<file path="src/rtl/uofdm_pkg.sv">
// uofdm_pkg: shared sizes, state encodings and DAC constants for the IFFT sink.
// UOFDM_EN selects two-subframe unipolar readout; default build is DCO-OFDM.
package uofdm_pkg;
  localparam int N      = 128;
  localparam int CP_LEN = 16;
  localparam int DW_IN  = 12;
  localparam int DW_OUT = 8;
  localparam int SHIFT  = 4;
  localparam int AW     = $clog2(N);

  localparam logic [DW_OUT-1:0] DAC_MID = DW_OUT'(2 ** (DW_OUT - 1));

  typedef enum logic {W_IDLE, W_FILL} wstate_t;

`ifdef UOFDM_EN
  typedef enum logic [2:0] {
    R_IDLE, R_CP_P, R_BODY_P, R_CP_N, R_BODY_N
  } rstate_t;
`else
  typedef enum logic [1:0] {
    R_IDLE, R_CP_P, R_BODY_P
  } rstate_t;
`endif
endpackage

</file>
<file path="src/rtl/uofdm_sample_fmt.sv">
// uofdm_sample_fmt: shift/saturate on the way in, DAC mapping on the way out.
// UOFDM_EN: clipped positive/negative halves; otherwise offset binary.
module uofdm_sample_fmt
  import uofdm_pkg::*;
(
  input  logic [DW_IN-1:0]  raw,
  output logic [DW_OUT-1:0] sat,
  input  logic [DW_OUT-1:0] x,
`ifdef UOFDM_EN
  input  logic              neg,
`endif
  output logic [DW_OUT-1:0] dac
);
  localparam logic signed [DW_IN-1:0] HI = DW_IN'(2 ** (DW_OUT - 1) - 1);
  localparam logic signed [DW_IN-1:0] LO = DW_IN'(-(2 ** (DW_OUT - 1)));

  logic signed [DW_IN-1:0] sh;

  assign sh = $signed(raw) >>> SHIFT;

  // clamp the shifted sample into the signed DAC range
  always_comb begin
    if (sh > HI)      sat = HI[DW_OUT-1:0];
    else if (sh < LO) sat = LO[DW_OUT-1:0];
    else              sat = sh[DW_OUT-1:0];
  end

`ifdef UOFDM_EN
  // keep one polarity; the most negative code flips to midscale
  always_comb begin
    if (neg) dac = x[DW_OUT-1] ? -x : '0;
    else     dac = x[DW_OUT-1] ? '0 : x;
  end
`else
  // offset binary: flipping the sign bit adds midscale
  always_comb begin
    dac = x ^ DAC_MID;
  end
`endif
endmodule

</file>
<file path="src/rtl/ifft_src_ctrl.sv">
// ifft_src_ctrl: IFFT source sink, ping-pong frame store, CP-prefixed DAC stream.
// UOFDM_EN adds the negative subframe (U-OFDM); default is DCO-OFDM.
module ifft_src_ctrl
  import uofdm_pkg::*;
(
  input  logic              wrclock,
  input  logic              reset,
  input  logic              source_valid,
  input  logic              source_sop,
  input  logic              source_eop,
  input  logic [1:0]        source_error,
  input  logic [DW_IN-1:0]  source_real,
  input  logic [DW_IN-1:0]  source_imag,
  output logic              source_ready,
  output logic [DW_OUT-1:0] dac_data,
  output logic              dac_valid,
  output logic              frame_start,
  output logic              frame_err
);
  localparam logic [AW-1:0] LAST     = AW'(N - 1);
  localparam logic [AW-1:0] CP_START = AW'(N - CP_LEN);

  wstate_t w_state, w_nxt;
  rstate_t r_state, r_nxt;

  logic [AW-1:0]     wr_idx, wr_idx_nxt, wr_addr;
  logic [AW-1:0]     rd_idx, rd_idx_nxt;
  logic              wr_bank, rd_bank;
  logic [1:0]        full, set_vec, clr_vec;
  logic [DW_OUT-1:0] mem [2*N];
  logic [DW_OUT-1:0] wr_data, rd_data, dac_map;
  logic              accept, bad, we, set_full, clr_full, drop;
  logic              rd_act, rd_first, rd_last, in_cp, other_full;
`ifdef UOFDM_EN
  logic              rd_neg;
`endif
  logic              unused_imag;

  assign unused_imag  = ^source_imag;
  assign source_ready = !full[wr_bank];
  assign accept       = source_valid & source_ready;
  assign bad          = source_error != 2'b00;
  assign rd_last      = rd_idx == LAST;
  assign other_full   = full[~rd_bank];
  assign set_vec      = {set_full & wr_bank, set_full & ~wr_bank};
  assign clr_vec      = {clr_full & rd_bank, clr_full & ~rd_bank};
  assign rd_data      = mem[{rd_bank, rd_idx}];

  uofdm_sample_fmt u_fmt (
    .raw (source_real),
    .sat (wr_data),
    .x   (rd_data),
`ifdef UOFDM_EN
    .neg (rd_neg),
`endif
    .dac (dac_map)
  );

  // write FSM state, fill index and write bank
  always_ff @(posedge wrclock or negedge reset) begin
    if (!reset) begin
      w_state <= W_IDLE;
      wr_idx  <= '0;
      wr_bank <= 1'b0;
    end else begin
      w_state <= w_nxt;
      wr_idx  <= wr_idx_nxt;
      if (set_full) wr_bank <= ~wr_bank;
    end
  end

  // write FSM next state: sop always (re)starts, errors and bad eop abort
  always_comb begin
    w_nxt      = w_state;
    wr_idx_nxt = wr_idx;
    if (accept) begin
      if (source_sop) begin
        w_nxt      = (bad || source_eop) ? W_IDLE : W_FILL;
        wr_idx_nxt = AW'(1);
      end else if (w_state == W_FILL) begin
        if (bad || source_eop || wr_idx == LAST) w_nxt = W_IDLE;
        wr_idx_nxt = wr_idx + 1'b1;
      end
    end
  end

  // write FSM outputs: store strobe, bank completion and drop flag
  always_comb begin
    we       = 1'b0;
    wr_addr  = wr_idx;
    set_full = 1'b0;
    drop     = 1'b0;
    if (accept) begin
      if (source_sop) begin
        we      = !bad && !source_eop;
        wr_addr = '0;
        drop    = bad || source_eop || (w_state == W_FILL);
      end else if (w_state == W_FILL) begin
        we       = !bad;
        set_full = !bad && source_eop && wr_idx == LAST;
        drop     = bad || (source_eop != (wr_idx == LAST));
      end
    end
  end

  // sample store; contents need no reset
  always_ff @(posedge wrclock) begin
    if (we) mem[{wr_bank, wr_addr}] <= wr_data;
  end

  // bank full flags; set and clear always target different banks
  always_ff @(posedge wrclock or negedge reset) begin
    if (!reset) full <= '0;
    else        full <= (full | set_vec) & ~clr_vec;
  end

  // read FSM state, read index and read bank
  always_ff @(posedge wrclock or negedge reset) begin
    if (!reset) begin
      r_state <= R_IDLE;
      rd_idx  <= CP_START;
      rd_bank <= 1'b0;
    end else begin
      r_state <= r_nxt;
      rd_idx  <= rd_idx_nxt;
      if (clr_full) rd_bank <= ~rd_bank;
    end
  end

  // read FSM next state; CP wraps into the body, body end reloads the CP start
  always_comb begin
    r_nxt      = r_state;
    rd_idx_nxt = rd_idx;
    unique case (r_state)
      R_IDLE:   if (full[rd_bank]) r_nxt = R_CP_P;
      R_CP_P:   if (rd_last) r_nxt = R_BODY_P;
`ifdef UOFDM_EN
      R_BODY_P: if (rd_last) r_nxt = R_CP_N;
      R_CP_N:   if (rd_last) r_nxt = R_BODY_N;
      R_BODY_N: if (rd_last) r_nxt = other_full ? R_CP_P : R_IDLE;
`else
      R_BODY_P: if (rd_last) r_nxt = other_full ? R_CP_P : R_IDLE;
`endif
      default:  r_nxt = R_IDLE;
    endcase
    if (r_state != R_IDLE)
      rd_idx_nxt = (rd_last && !in_cp) ? CP_START : rd_idx + 1'b1;
  end

  // read FSM outputs: activity, subframe polarity, frame start, release
  always_comb begin
    rd_act   = r_state != R_IDLE;
    rd_first = r_state == R_CP_P && rd_idx == CP_START;
`ifdef UOFDM_EN
    in_cp    = r_state == R_CP_P || r_state == R_CP_N;
    rd_neg   = r_state == R_CP_N || r_state == R_BODY_N;
    clr_full = rd_last && r_state == R_BODY_N;
`else
    in_cp    = r_state == R_CP_P;
    clr_full = rd_last && r_state == R_BODY_P;
`endif
  end

  // registered DAC stream and status pulses
  always_ff @(posedge wrclock or negedge reset) begin
    if (!reset) begin
      dac_data    <= '0;
      dac_valid   <= 1'b0;
      frame_start <= 1'b0;
      frame_err   <= 1'b0;
    end else begin
      dac_data    <= rd_act ? dac_map : '0;
      dac_valid   <= rd_act;
      frame_start <= rd_first;
      frame_err   <= drop;
    end
  end
endmodule

</file>
<file path="config.mk">
export PLATFORM = sky130hd
export DESIGN_NAME = ifft_src_ctrl
export DESIGN_NICKNAME = d
export VERILOG_FILES = /design/src/rtl/uofdm_pkg.sv /design/src/rtl/uofdm_sample_fmt.sv /design/src/rtl/ifft_src_ctrl.sv
export SDC_FILE = /design/constraint.sdc
export NUM_CORES = 2
export LEC_CHECK = 0
export CORE_ASPECT_RATIO = 0.9
export CORE_MARGIN = 10
export CORE_UTILIZATION = 40
export CTS_BUF_LIST = sky130_fd_sc_hd__clkbuf_8
export DETAILED_ROUTE_END_ITERATION = 16
export HOLD_SLACK_MARGIN = 0.06
export PLACE_DENSITY = 0.66
export SETUP_SLACK_MARGIN = 0.2
export SLEW_MARGIN = 5
export SYNTH_ARGS = -nofsm -noshare
export SYNTH_HDL_FRONTEND = slang
export SYNTH_SLANG_ARGS = --single-unit
</file>
<file path="constraint.sdc">
create_clock -name wrclock -period 3.26 [get_ports wrclock]
set_clock_uncertainty 0.1 [all_clocks]
set_input_delay 0.652 -clock wrclock [delete_from_list [all_inputs] [get_ports wrclock]]
set_output_delay 0.652 -clock wrclock [all_outputs]
set_load 0.01 [all_outputs]
</file>
==> summary.txt <==
Timing
  • Achievable Freq: 0.323 GHz
  • Max-slew violation count: 0
  • Final worst slack: 167 ps
  • Hold Fails Final Rpt: 0
  • Slew at the pin with the worst max-slew slack: 926 ps
  • Max transition margin: 0.381
  • Period utilisation layout: 0.949
  • Setup Viol. Count Final: 0
  • Tmin final: 3090 ps
  • RSZ-0062 raised after global routing: true

Worst setup path
  • Arrival time at the worst endpoint: roughly 3600 ps
  • Crit-path max FO: 8
  • Critical path type: register to register
  • Crit path largest cell delay: 780 ps
  • Worst path top cell family by delay: simple AND/OR/NAND/NOR gates
  • CP startpoint kind: register
  • Setup crit end kind: register
  • Crit path buffers/inverters: 2
  • Most used cell, CP: buf_4
  • Critical path, cell by cell: mux2i_1 > buf_4 > and3_1 > nor3b_1 > buf_4 > nand2_1 > nor2_1
  • Crit-path slowest cell: nor2_1
  • Crit path required time: 3790 ps

Drt
  • DR vias/cell: 5.68
  • Post-DRT Antenna Nets: 0
  • Initial DRC Count: about 5600
  • Final wirelength: 217 mm
  • DR DRC count: 0
  • Drt wl/cell: 28.0 µm
  • 1st-pass router iterations: 6
  • Vias post-DR: 44000

Placed design
  • Setup slack after placement: -365 ps
  • Post-DP HPWL: 138 mm
  • Port bufs: 26
  • Placed cells: around 7000
  • Placer congestion estimate: approximately 0.90

Cells and area
  • Nets@finish: 4842
  • Share of layout cells above drive strength 1: 0.303
  • Leading cell type in the layout, fill and taps excluded: edfxtp_1
  • Commonest non-fill, non-tap cells in the layout: edfxtp_1, buf_4, mux4_2
  • Synth-to-Final Area Change: 17.4%
  • Non-Filler Instances: 7759
  • Final core occ: 0.471

Synth
  • Library cells used by synthesis: 73
  • Mapped cell area: 81400 µm²
  • Sequential area share after synthesis: 0.765
  • Mean area per synthesized cell: 20.0 µm²
  • Post-synth net total: 4098
  • Area contributors post-synth: edfxtp_1, mux4_2, mux2i_1
  • EDFF count, synth: 2048
  • #FFs+latches synth: 2080
  • Async SR Flop Fraction: 0.0154
  • Cell taking the most area after synthesis: edfxtp_1
  • Top FF cell, synth: edfxtp_1
  • Share of the synthesized area in the top cell type: 0.755
  • Post-Syn Instances: 4064
  • Warnings from Yosys: 0

Run status
  • Outcome: finished, final reports clean

Floorplanning
  • Die Width: 496 µm
  • Die area: 222000 µm²
  • Initial Util: 0.401
  • Top-Level Pins: 43
  • Site row count: 157
  • Die height: 448 µm
  • Core ar.: 203000 µm²

Clock tree
  • Worst skew pair latency: around 1000 ps
  • TritonCTS Sinks: approximately 2100
  • Clk buf depth: 4
  • Root buffer cell: clkbuf_8
  • CTS tree: yes
  • H-tree levels: 5
  • TritonCTS buffer count: roughly 340
  • CTS clock-pin slew for the worst setup and hold paths: 70 ps

Worst hold path
  • Worst min path class: input port to register

Power
  • Leakage: between 0.03 and 0.04 µW
  • VDD IR max: 0.458 mV
  • Power Dens Cells: between 500 and 600 nW/µm²

Global route
  • GRT Resource Usage Total: 0.192
  • Largest net degree at the start of global routing: ~130
  • Total gr overflow: 0
  • Vias in the first global route: about 44000
  • Initial antenna violation count: 7
  • First-pass GRT wire length: about 310 mm

Run
  • Max cap viols: 0
==> final cells by class <==
| class | count | area, µm² |
|---|---|---|
| Antenna cell | 5 | 12.5 |
| Multi-Input combinational cell | 1719 | 17900 |
| Tap cell | 2703 | 3380 |
| Clock inverter | 235 | 1070 |
| Sequential cell | 2080 | 62300 |
| Fill cell | 16600 | 107000 |
| Inverter | 6 | 27.5 |
| Timing Repair Buffer | 659 | 6060 |
| Clock buffer | 352 | 4840 |
==> flip-flops by register name, indices dropped and copies added, names as in the netlist <==
name	flops
rd_idx	7
dac_valid	1
dac_data	8
rd_bank	1
full	2
frame_err	1
r_state	2
w_state	1
mem	2048
frame_start	1
wr_idx	7
wr_bank	1
==> metrics by stage <==
step	hold slack [ps]	instance area (µm²)	setup TNS (ps)	total power, µW
2_1_floorplan	256	81400	0	30200
3_3_place_gp	419	89200	-80390	30600
3_5_place_dp	438	89200	-88450	30600
4_1_cts	134	95300	0	50700
5_1_grt	187	95600	0	52000
6_report	193	95600	0	50400
==> synth_stat cells, types with 6 or more instances <==
cell type and number:
clkbuf_1 100, buf_2 99, a211oi_1 19, a2111oi_0 8, nor4_1 17, o31a_1 6
mux4_2 426, dfrtp_1 29, nand3_1 25, nor3_1 37, xor2_1 6, nor2_1 301
nand2b_1 15, edfxtp_1 2048, a22oi_1 20, nand4_1 7, and3_1 16, buf_6 24
a22o_1 7, a221oi_1 13, a32o_1 10, o22ai_1 65, a21oi_1 43, or3_1 19
o21ai_0 60, a31oi_1 15, mux2i_1 254, o221ai_1 9, nor2b_1 11, a32oi_1 26
a211o_1 11, nand2_1 200, buf_4 31
==> metal layers <==
layer  vias to the layer above  GRT usage  routed length, µm  share of wire
met4                         0     0.0727               7510          0.035
met1                     23000      0.266              86300           0.40
met5                         -          0                  0              0
met2                      2357      0.299             102000           0.47
met3                       435     0.0426              21500          0.099
li1                      18200          -                  -              -
==> final timing paths <==
kind	startpoint	to	slack [ps]	cells past startpoint
setup / recovery	wr_bank$_DFFE_PN0N_	mem[19][0]$_DFFE_PP_	170	7
hold / removal	source_real[5]	mem[33][1]$_DFFE_PP_	190	1
setup reg to reg	wr_bank$_DFFE_PN0N_	mem[19][0]$_DFFE_PP_	170	7
hold reg to reg	full[0]$_DFF_PN0_	full[0]$_DFF_PN0_	450	1
max in group asynchronous	reset	wr_idx[3]$_DFFE_PN0P_	2580	3
min in group asynchronous	reset	rd_idx[6]$_DFFE_PN1N_	230	2
==> cell families after synthesis <==
group	share of synthesized area
simple gates	0.0360
xor+xnor	0.00118
mux	0.150
fa+ha+maj	0.000461
buf+inv	0.0177
flops	0.765
compound gates	0.0296
==> repair_timing <==
item,CTS,global route
hold endpoints to repair,240,0
pin swaps,0,4
gates cloned,0,5
setup endpoints to repair,9,32
hold buffers,9,0
setup buffers,2,1
resized for setup,14,35
==> where the power goes <==
part	internal (µW)	switching, µW	total, µW
logic	110	544	654
registers	29400	12.5	29400
clock network	10300	10100	20300
total	39800	10600	50400
Note: power is estimated with default switching activity, not from simulation.
